--- config.mk ---
export PLATFORM = sky130hd
export DESIGN_NAME = inst_loader
export DESIGN_NICKNAME = d
export VERILOG_FILES = /design/src/rtl/inst_loader.sv
export SDC_FILE = /design/constraint.sdc
export NUM_CORES = 1
export LEC_CHECK = 0
export BUFFER_PORTS_ARGS = -buffer_cell sky130_fd_sc_hd__buf_2
export CAP_MARGIN = 5
export CELL_PAD_IN_SITES_DETAIL_PLACEMENT = 0
export CELL_PAD_IN_SITES_GLOBAL_PLACEMENT = 1
export CORE_ASPECT_RATIO = 1.2
export CORE_MARGIN = 2
export CORE_UTILIZATION = 30
export DETAILED_ROUTE_END_ITERATION = 16
export GPL_TIMING_DRIVEN = 1
export PLACE_DENSITY_LB_ADDON = 0.05
export REMOVE_ABC_BUFFERS = 1
export SLEW_MARGIN = 20
export SYNTH_ARGS = -nofsm -noshare
export SYNTH_HDL_FRONTEND = slang
export SYNTH_SLANG_ARGS = --single-unit
--- constraint.sdc ---
create_clock -name clk -period 2 [get_ports clk]
set_input_delay 0.2 -clock clk [delete_from_list [all_inputs] [get_ports clk]]
set_output_delay 0.2 -clock clk [all_outputs]
set_load 0.02 [all_outputs]
--- src/rtl/inst_loader.sv ---
// ---------------------------------------------------------------------------
// inst_loader
//
// Purpose:
//   Writer side of the processor's instruction fetch interface. A framed byte
//   stream arrives on a valid/ready port in three parts: a length byte L, then
//   L payload bytes, then one checksum byte equal to the XOR of the payload.
//   The payload is written into a small instruction store. The processor reads
//   that store through `address`/`instruction`. `run` is raised only after a
//   complete load whose checksum matched.
//
// Ports:
//   clk          in   1         system clock, rising-edge active
//   reset        in   1         synchronous, active-high reset
//   load_start   in   1         one-cycle request to begin/restart a load
//   in_valid     in   1         stream byte valid
//   in_data      in   DATA_W    stream byte
//   in_ready     out  1         byte accepted this cycle when in_valid is high
//   address      in   ADDR_W    processor fetch address
//   instruction  out  DATA_W    store[address] while running, else zero
//   run          out  1         program valid, processor may execute
//   load_count   out  ADDR_W+1  payload length of the last successful load
//   done         out  1         one-cycle pulse after a successful load
//   error        out  1         sticky, the last load was rejected
// ---------------------------------------------------------------------------
module inst_loader #(
  parameter int ADDR_W = 3,
  parameter int DATA_W = 8
) (
  input  logic              clk,
  input  logic              reset,
  input  logic              load_start,
  input  logic              in_valid,
  input  logic [DATA_W-1:0] in_data,
  output logic              in_ready,
  input  logic [ADDR_W-1:0] address,
  output logic [DATA_W-1:0] instruction,
  output logic              run,
  output logic [ADDR_W:0]   load_count,
  output logic              done,
  output logic              error
);

  localparam int DEPTH = 2 ** ADDR_W;

  // The largest legal length, expressed at stream-byte width so that a
  // length byte with any upper bits set compares as too large.
  localparam logic [DATA_W-1:0] MAX_LEN = DATA_W'(DEPTH);

  localparam logic [2:0] S_IDLE = 3'd0;
  localparam logic [2:0] S_LEN  = 3'd1;
  localparam logic [2:0] S_DATA = 3'd2;
  localparam logic [2:0] S_CHK  = 3'd3;
  localparam logic [2:0] S_RUN  = 3'd4;

  logic [2:0]        state;
  logic [2:0]        state_next;
  logic [DATA_W-1:0] store [DEPTH];
  logic [ADDR_W-1:0] wr_ptr;
  logic [ADDR_W:0]   len;
  logic [DATA_W-1:0] acc;

  logic xfer;
  logic len_ok;
  logic last_byte;
  logic chk_ok;

  // in_ready is withheld during a load_start cycle. The restart wins, and
  // because the source sees no handshake, the byte it offered is not lost.
  assign in_ready = ((state == S_LEN) || (state == S_DATA) || (state == S_CHK))
                    && !load_start;
  assign xfer     = in_valid && in_ready;

  assign len_ok    = (in_data != '0) && (in_data <= MAX_LEN);
  assign last_byte = ({1'b0, wr_ptr} == (len - (ADDR_W + 1)'(1)));
  assign chk_ok    = (in_data == acc);

  // run is just the RUN state. It drops on the cycle after a load_start,
  // because the state has moved to LEN by then.
  assign run = (state == S_RUN);

  // Entries beyond the loaded length read back as zero. load_start clears the
  // store, so no extra masking against len is needed.
  assign instruction = run ? store[address] : '0;

  always_comb begin
    state_next = state;
    if (load_start) begin
      state_next = S_LEN;
    end else if (xfer) begin
      case (state)
        S_LEN:   state_next = len_ok ? S_DATA : S_IDLE;
        S_DATA:  if (last_byte) state_next = S_CHK;
        S_CHK:   state_next = chk_ok ? S_RUN : S_IDLE;
        default: state_next = state;
      endcase
    end
  end

  always_ff @(posedge clk) begin
    if (reset) begin
      state <= S_IDLE;
    end else begin
      state <= state_next;
    end
  end

  // Frame bookkeeping. wr_ptr stops at L-1 on the last payload byte, so it
  // never wraps. It is reset on the next load_start anyway.
  always_ff @(posedge clk) begin
    if (reset) begin
      wr_ptr <= '0;
      acc    <= '0;
      len    <= '0;
    end else if (load_start) begin
      wr_ptr <= '0;
      acc    <= '0;
    end else if (xfer) begin
      case (state)
        S_LEN: begin
          if (len_ok) len <= in_data[ADDR_W:0];
        end
        S_DATA: begin
          acc <= acc ^ in_data;
          if (!last_byte) wr_ptr <= wr_ptr + 1'b1;
        end
        default: ;
      endcase
    end
  end

  // Instruction store. It is cleared on reset and on every load_start, so a
  // short program never exposes bytes from an earlier, longer one.
  always_ff @(posedge clk) begin
    if (reset || load_start) begin
      for (int i = 0; i < DEPTH; i++) begin
        store[i] <= '0;
      end
    end else if (xfer && (state == S_DATA)) begin
      store[wr_ptr] <= in_data;
    end
  end

  // Status flags. done is a single-cycle pulse. error is sticky until the
  // next load_start. Both are set only on a checksum or length outcome, and
  // those outcomes are exclusive, so done and error are never high together.
  always_ff @(posedge clk) begin
    if (reset) begin
      done       <= 1'b0;
      error      <= 1'b0;
      load_count <= '0;
    end else begin
      done <= 1'b0;
      if (load_start) begin
        error <= 1'b0;
      end else if (xfer) begin
        case (state)
          S_LEN: begin
            if (!len_ok) error <= 1'b1;
          end
          S_CHK: begin
            if (chk_ok) begin
              done       <= 1'b1;
              load_count <= len;
            end else begin
              error <= 1'b1;
            end
          end
          default: ;
        endcase
      end
    end
  end

endmodule
==> flow_summary.yaml, run 1 <==
run_status:
  outcome: "finished, final reports clean"
layout:
  final_cell_mix: "and2_1 (65), edfxtp_1 (64), nor2_1 (38), buf_2 (30), buf_4 (25)"
  layout.nets: 406
  regArea_um2: 2405
  drive_gt1_share_pct: 26.40
  nFillCells: 1338
  multiInputGateArea_um2: 1720
  mostFrequentLayoutCell: "and2_1"
  fin_util_pct: 37.48
  antenna_cells: 0
  syn_to_final_growth_pct: 22.34
synth:
  synth_cell_types: 44
  syn_area_um2: 4234
  synthAdderAreaFrac_pct: 0.5910
  seq_area_frac_synth_pct: 56.74
  synth_area_leaders: "edfxtp_1 (45%), dfxtp_1 (11%), and2_1 (9.6%), mux4_2 (8.5%), mux2i_1 (4.0%)"
  synth_xor_area_share_pct: 3.930
  postSynthAreaPerCell_um2: 12.56
  synth_compound_area_share_pct: 2.600
  synth.area.mux_share_pct: 12.53
  synthCells: 337
  async_flop_share_pct: 0
  ys_ff_latch: 88
  synth_top_area_share_pct: 45.39
  yosys.area.top_type: "edfxtp_1"
  synth_ff_type: "edfxtp_1"
  synth-edff-count: 64
  synth_top_family_by_area: "simple AND/OR/NAND/NOR gates"
  yosys_warnings: 0
  yosys.area_share.simple_pct: 20.80
power_and_ir_drop:
  ir_drop_mv: 0.3197
  p_sw_share_pct: 20.80
  p_leak_nw: 2.031
  pwr-share-clk_pct: 45.9
  p_total_mw: 4.246
  comb_power_share_pct: 6.3
  power_density_nw_per_um2: 819.6
  switchingPower_mw: 0.8832
  seqPwrFrac_pct: 47.8
  p_int_mw: 3.363
floorplanning:
  die_w_um: 112.5
  fp-row-count: 47
  die_area_um2: 15080
  initial_core_util_pct: 30.64
  die_h_um: 134.1
  core-area_um2: 13820
  ios: 31
clock_network:
  cts_tree: "yes"
  hold_buffers: 0
  cts_root_buffer: "clkbuf_16"
  htreeDepth: 3
  cts_buffer_depth: 2
  insertion_delay_ps: 340
  cts_buffers: 9
  cts_sinks: 88
  clk_pin_slew_worst_paths_ps: 60
  cts_resized: 0
  cts_setup_buffers: 0
run:
  drv_cap: 0
worst_setup_path:
  startpoint_type: "flop"
  crit_path_max_fanout: 1
  cp.arrival_ps: 1670
  worstPathRequired_ps: 1800
  path_class: "flop to primary output"
  critPathCaptureType: "primary output"
  rr_worst_depth: 6
placed_design:
  port_buffers: 30
  place_hpwl_mm: 7.275
  gp_congestion: 0.7285
  dp_slack_ps: 83.59
routing:
  firstDrtPassIters: 4
  vias: 2605
  dr_wl_met3_um: 248
  drc_errors: 0
  drt-vias-per-instance: 4.611
  routedWlPerCell_um: 18.27
  routed_wl_mm: 10.32
  wl_met1_mm: 4.506
  routed.top_layer: "met4"
  final_antenna_net_count: 0
  wl_met2_mm: 5.423
  drt_iter0_markers: 128
timing:
  max_slew_margin_pct: 72.13
  worst_pin_slew_ps: 407.5
  finalSetupTns_ps: 0
  rsz0062_at_grt: "no"
  period_share_pct: 93.54
  setup_ws_ps: 129.2
  hold_violations: 0
  fmax_ghz: 0.5345
  skew_ps: 6.802
  finalMaxSlewViolations: 0
  whs_ps: 172.4
  finalSetupViolCount: 0
  layout_min_cycle_time_ps: 1871
hold_path:
  whs_path_depth: 2
  min_path_type: "input port to flop"
grt:
  gr-total-overflow: 0
  grt_pass1_vias: 2736
  grtUsageTotal_pct: 14.71
  grt_pass1_wl_mm: 16.24
  grt_max_degree: 17
  antenna_found_initial: 0
-- final timing paths --
check	from	endpoint	slack [ps]
worst max-delay path	store[3][1]	instruction[1]	130
worst max register to register	state[2]	store[1][4]	170
worst min-delay path	reset	state[0]	170
worst min register to register	error	error	480
-- power groups by stage --
| stage | Clock (mW) | Sequential, mW | Combinational [mW] |
|---|---|---|---|
| floorplan | 0 | 2.06 | 0.111 |
| global placement | 0 | 2.07 | 0.279 |
| detailed placement | 0 | 2.07 | 0.279 |
| CTS | 2.02 | 2.03 | 0.280 |
| global route | 2.07 | 2.03 | 0.294 |
| finish | 1.95 | 2.03 | 0.268 |
-- per-stage QoR --
stage | std cells | area (um2)
2_1_floorplan | 316 | 4134
3_3_place_gp | 549 | 4826
5_1_grt | 565 | 5180
6_report | 565 | 5180
4_1_cts | 565 | 5170
3_5_place_dp | 549 | 4826
-- cell families (layout without fill, tap and decap cells) --
kind of cell | count (synthesis) | count (layout)
xor gates and xnor gates | 19 | 19
AOI/OAI and AO/OA | 14 | 14
adders and majority gates | 2 | 2
muxes | 33 | 33
DFF | 88 | 88
buffers and inverters | 26 | 83
and+or+nand+nor | 155 | 155
-- cell type report --
type                       count  area share, %
inverter                       5         0.3623
sequential                    88          46.43
clock inverter                 6          2.222
tap                          171          4.130
timing repair buffer          62          9.227
clock buffer                  10          4.420
multi-input combinational    223          33.21
-- state kept, by name, summed over array words and instances (netlist names) --
name        count
acc             8
load_count      4
done            1
error           1
wr_ptr          3
len             4
store          64
state           3
-- routing by layer --
layer  vias up  global-route usage (%)
met5         -                       0
met4         0                   4.878
met3        12                   2.711
met2        36                   26.44
met1      1264                   17.75
li1       1293                       -
-- synthesized netlist by cell type, types with 2 or more instances --
library cell  count
a21oi_1           2
mux4_2           16
o21ai_1           2
nand2b_1          9
inv_1             5
buf_2             3
nand3_1           3
edfxtp_1         64
xnor2_1           9
o21ai_0           3
ha_1              2
nand3b_1          2
mux2i_1          17
clkbuf_1         15
nor2_1           38
or3_2             2
nor4_1            2
nand4_1           2
nand2_1          15
and2_1           65
nor3_1            5
xor2_1           10
dfxtp_1          24
o31a_1            2
-- worst max-delay path: stages, from the launching register on --
cell and delay [ps]:
edfxtp_1 360, mux4_2 510, mux2i_1 230, nor2_1 60
buf_2 170
(Power assumes the default switching activity.)
==> inputs of run 2 (changes only) <==
- CELL_PAD_IN_SITES_DETAIL_PLACEMENT: 0 -> 1
==> run 2 against run 1 <==
Net effect:
- final cell count stayed put
- register-to-register slack worse by 30 ps
- critical path depth is 3 higher
- combinational power hardly changed
- first-iteration DRC count is 49% lower
- via count is 1.5% higher
- maximum frequency is 0.85% higher
- routed wire length is 2.5% higher
- clock power is 18% lower
- sequential share of layout area is 0.58 points higher
- setup slack better by 16 ps
- critical path type is now flop to flop
- highest routed layer unchanged
==> flow_summary.yaml, run 2 (same netlist as run 1, synthesis figures left out) <==
layout:
  final_cell_mix: "and2_1 (65), edfxtp_1 (64), nor2_1 (38), buf_2 (30), buf_4 (25)"
  nFillCells: 1494
  regArea_um2: 2404
  top_register: "store"
  layout.nets: 406
  multiInputGateArea_um2: 1720
  mostFrequentLayoutCell: "and2_1"
  syn_to_final_growth_pct: 20.77
  drive_gt1_share_pct: 26.14
  instances_no_fill: 565
  reg_top3: "store x64, acc x8"
  largest_reg_flops: 64
  antenna_cells: 0
routing:
  drt-vias-per-instance: 4.681
  vias: 2645
  final_antenna_net_count: 0
  drc_errors: 0
  routed_wl_mm: 10.58
  firstDrtPassIters: 4
  routedWlPerCell_um: 18.73
  drt_iter0_markers: 65
hold_path:
  worstHoldStart: "reset"
  min_path_type: "input port to flop"
  whs_path_depth: 2
clock_network:
  htreeDepth: 3
  cts_resized: 0
  insertion_delay_ps: 340
  cts_root_buffer: "clkbuf_16"
  cts_tree: "yes"
  clk_pin_slew_worst_paths_ps: 70
  cts_sinks: 88
  cts_setup_buffers: 0
  cts_buffers: 9
  hold_buffers: 0
  cts_buffer_depth: 2
timing:
  skew_ps: 6.705
  finalSetupTns_ps: 0
  max_slew_margin_pct: 70.66
  worst_pin_slew_ps: 434.0
  finalMaxSlewViolations: 0
  layout_min_cycle_time_ps: 1855
  finalSetupViolCount: 0
  period_share_pct: 92.75
  fmax_ghz: 0.5391
  hold_violations: 0
  setup_ws_ps: 145.0
  rsz0062_at_grt: "no"
floorplanning:
  initial_core_util_pct: 30.64
  die_h_um: 134.1
  ios: 31
  core-area_um2: 13820
  die_w_um: 112.5
  fp-row-count: 47
  die_area_um2: 15080
power_and_ir_drop:
  pwr-share-clk_pct: 41.0
  p_leak_nw: 1.997
  p_sw_share_pct: 23.31
  seqPwrFrac_pct: 52.2
  p_int_mw: 2.983
  power_density_nw_per_um2: 760.6
  ir_drop_mv: 0.3401
  switchingPower_mw: 0.9068
  p_total_mw: 3.889
  comb_power_share_pct: 6.9
worst_setup_path:
  cp_slowest_cell: "or3_2"
  critPathCaptureType: "flop"
  cp.buffers_inverters: 1
  startpoint: "len[1]"
  cp.arrival_ps: 2120
  worstPathRequired_ps: 2270
  r2r-start: "len[1]"
  crit_path_max_fanout: 5
  crit_family: "compound AO/OA/AOI/OAI gates"
  r2r_slack_ps: 140
  crit_chain: "inv_1, ha_1, xor2_2, a2111o_1, a31oi_4, or3_2, a21oi_1"
  worstSetupEndpoint: "wr_ptr[2]"
  r2r_end: "wr_ptr[2]"
  cp.depth: 7
  max_stage_delay_ps: 460
  path_class: "flop to flop"
  startpoint_type: "flop"
  rr_worst_depth: 7
placed_design:
  dp.cells: 549
  gp_congestion: 0.7285
  place_hpwl_mm: 7.580
  dp_slack_ps: 30.13
  port_buffers: 30
run_status:
  outcome: "finished, final reports clean"
grt:
  grt_max_degree: 17
  grt_pass1_wl_mm: 16.75
  grtUsageTotal_pct: 15.06
  gr-total-overflow: 0
  antenna_found_initial: 0
  grt_pass1_vias: 2894
run:
  drv_cap: 0
run 2: cell types whose count changed in the layout (fill, tap and decap cells not counted):
cell        change
clkbuf_1        -1
clkinv_1        +1
clkinv_4        +2
dfxtp_1         +1
bufinv_16       -3
dfxtp_2         -1
clkinvlp_4      +1
run 2: per-stage QoR:
step | util, % | cell area (um2) | hold slack (ps)
after floorplan | - | 4134 | 272.4
after global placement | 34.92 | 4826 | 453.1
after detailed placement | 34.92 | 4826 | 456.1
after CTS | 36.94 | 5105 | 162.5
after global routing | 37.00 | 5114 | 179.4
final | 37.00 | 5114 | 167.8
run 2: worst min-delay path by stage:
stage | end
after floorplan | len[0]
after global placement | error
after detailed placement | error
after CTS | state[0]
after global routing | state[0]
final | state[0]
run 2: final cells by class:
class                   count  area share, %
multi-input cells         223          33.64
clock inverters             7          1.052
flip-flops and latches     88          47.00
clock buffers               9          4.404
inverters                   5         0.3670
repair buffers             62          9.347
well taps                 171          4.184
run 2: power groups by stage:
stage / logic (mW) / clock network, mW / registers [mW]
finish: 0.267 / 1.59 / 2.03
global route: 0.294 / 1.72 / 2.03
CTS: 0.280 / 1.64 / 2.03
detailed placement: 0.279 / 0 / 2.07
global placement: 0.279 / 0 / 2.07
floorplan: 0.111 / 0 / 2.06
run 2: worst register-to-register path: cells and delay by family, from the launching register on:
family / cells / cell delay, ps
DFF: 1 / 400
and+or+nand+nor: 1 / 460
adders and majority gates: 1 / 210
AOI/OAI and AO/OA: 3 / 470
xor gates and xnor gates: 1 / 190
buffers and inverters: 1 / 70
run 2: layer usage:
metal	wire (um)	vias up	GRT usage (%)
met5	0	-	0
met4	107	0	3.997
met3	231	7	3.434
met2	5685	35	27.34
met1	4558	1310	17.95
li1	-	1293	-
==> inputs of run 3 (changes only) <==
- BUFFER_PORTS_ARGS: -buffer_cell sky130_fd_sc_hd__buf_2 -> -buffer_cell sky130_fd_sc_hd__buf_4
==> run 3 against run 2 <==
Net effect:
- setup slack got worse by 25 ps
- global-route usage is essentially flat
- highest routed layer unchanged
- final cell count is 0.18% higher
- non-clock buffer count up 2
- sequential power about the same
- sequential share of layout area fell by 0.87 points
- critical path depth decreased by 3
- total power grew 6.1%
- register-to-register slack is essentially flat
- utilization rose by 0.70 points
- count of clock-buffer cells in the layout unchanged
==> flow_summary.yaml, run 3 (same netlist as run 1, synthesis figures left out) <==
clock_network:
  cts_root_buffer: "clkbuf_16"
  clk_pin_slew_worst_paths_ps: 70
  cts_tree: "yes"
  cts_sinks: 88
  cts_buffers: 9
  hold_buffers: 0
  cts_buffer_depth: 2
  insertion_delay_ps: 340
  cts_setup_buffers: 0
  htreeDepth: 3
routing:
  wl_met2_mm: 5.799
  routed.top_layer: "met4"
  drc_errors: 0
  routedWlPerCell_um: 18.98
  drt-vias-per-instance: 4.680
  wl_met1_mm: 4.567
  drt_iter0_markers: 98
  final_antenna_net_count: 0
  firstDrtPassIters: 3
  dr_wl_met3_um: 245
  vias: 2649
  routed_wl_mm: 10.74
worst_setup_path:
  r2r_slack_ps: 140
  startpoint_type: "flop"
  crit_family: "multiplexers"
  cp_slowest_cell: "mux4_2"
  rr_worst_depth: 7
  worstPathRequired_ps: 1800
  max_stage_delay_ps: 520
  cp.arrival_ps: 1680
  r2r-start: "len[0]"
  cp.depth: 4
  r2r_end: "wr_ptr[2]"
  path_class: "flop to primary output"
  crit_chain: "mux4_2, mux2i_1, nor2_1, buf_4"
  cp.buffers_inverters: 1
  crit_path_max_fanout: 1
  critPathCaptureType: "primary output"
placed_design:
  gp_congestion: 0.7405
  dp.cells: 551
  place_hpwl_mm: 7.785
  port_buffers: 30
  dp_slack_ps: 57.36
grt:
  grt_pass1_vias: 2930
  grt_pass1_wl_mm: 16.88
  gr-total-overflow: 0
  grt_max_degree: 17
  grtUsageTotal_pct: 15.10
  antenna_found_initial: 0
timing:
  worst_pin_slew_ps: 438.9
  finalMaxSlewViolations: 0
  max_slew_margin_pct: 69.99
  fmax_ghz: 0.5320
  layout_min_cycle_time_ps: 1880
  setup_ws_ps: 120.3
  rsz0062_at_grt: "no"
  hold_violations: 0
  finalSetupViolCount: 0
  skew_ps: 7.136
  finalSetupTns_ps: 0
  period_share_pct: 93.99
hold_path:
  hold_end: "len[3]"
  min_path_type: "input port to flop"
  whs_path_depth: 2
  worstHoldStart: "reset"
layout:
  mostFrequentLayoutCell: "and2_1"
  largest_reg_flops: 64
  nFillCells: 1463
  drive_gt1_share_pct: 26.33
  reg_top3: "store x64, acc x8"
  syn_to_final_growth_pct: 23.05
  antenna_cells: 0
  layout.nets: 408
  top_register: "store"
  final_cell_mix: "and2_1 (65), edfxtp_1 (64), buf_4 (59), nor2_1 (38), dfxtp_1 (23)"
  instances_no_fill: 566
floorplanning:
  die_area_um2: 15080
  fp-row-count: 47
  initial_core_util_pct: 30.64
  core-area_um2: 13820
  die_w_um: 112.5
  ios: 31
  die_h_um: 134.1
run:
  drv_cap: 0
power_and_ir_drop:
  p_total_mw: 4.126
  p_leak_nw: 2.030
  power_density_nw_per_um2: 791.9
  ir_drop_mv: 0.3807
run_status:
  outcome: "finished, final reports clean"
run 3: repair_timing:
item / CTS / global route
gates resized for setup: 0 / 1
hold endpoints to repair: 0 / 0
endpoints found under the setup margin: 0 / 2
run 3: final cells by class:
| class | instances | area [um2] | area share (%) |
|---|---|---|---|
| sequential | 88 | 2404 | 46.13 |
| multi-input combinational | 223 | 1713 | 32.88 |
| timing repair buffer | 64 | 543.0 | 10.42 |
| clock buffer | 9 | 225.2 | 4.323 |
| tap | 171 | 214.0 | 4.107 |
| clock inverter | 6 | 92.59 | 1.777 |
| inverter | 5 | 18.77 | 0.3602 |
run 3: stage by stage:
stage	util (%)	instance area [um2]	hold WS [ps]
after global placement	35.39	4891	455.6
after global routing	37.70	5210	119.7
after floorplan	-	4134	272.4
after CTS	37.69	5209	104.7
final	37.70	5210	114.4
after detailed placement	35.39	4891	464.1
run 3: layer usage:
layer / track usage, % / vias to the layer above
met5: 0 / -
met1: 17.84 / 1316
met4: 4.065 / 0
li1: - / 1294
met3: 2.802 / 8
met2: 28.01 / 31
run 3: worst max path at each step:
stage	endpoint	start
detailed placement	wr_ptr[2]	len[0]
CTS	wr_ptr[2]	len[0]
global route	wr_ptr[2]	len[0]
floorplan	store[7][0]	state[2]
global placement	wr_ptr[2]	len[0]
finish	instruction[2]	store[7][2]
run 3: where the power goes:
part / switching (mW) / leakage, nW / internal [mW]
sequential: 0.0177 / 0.897 / 2.01
combinational: 0.147 / 0.980 / 0.125
clock: 0.726 / 0.154 / 1.10
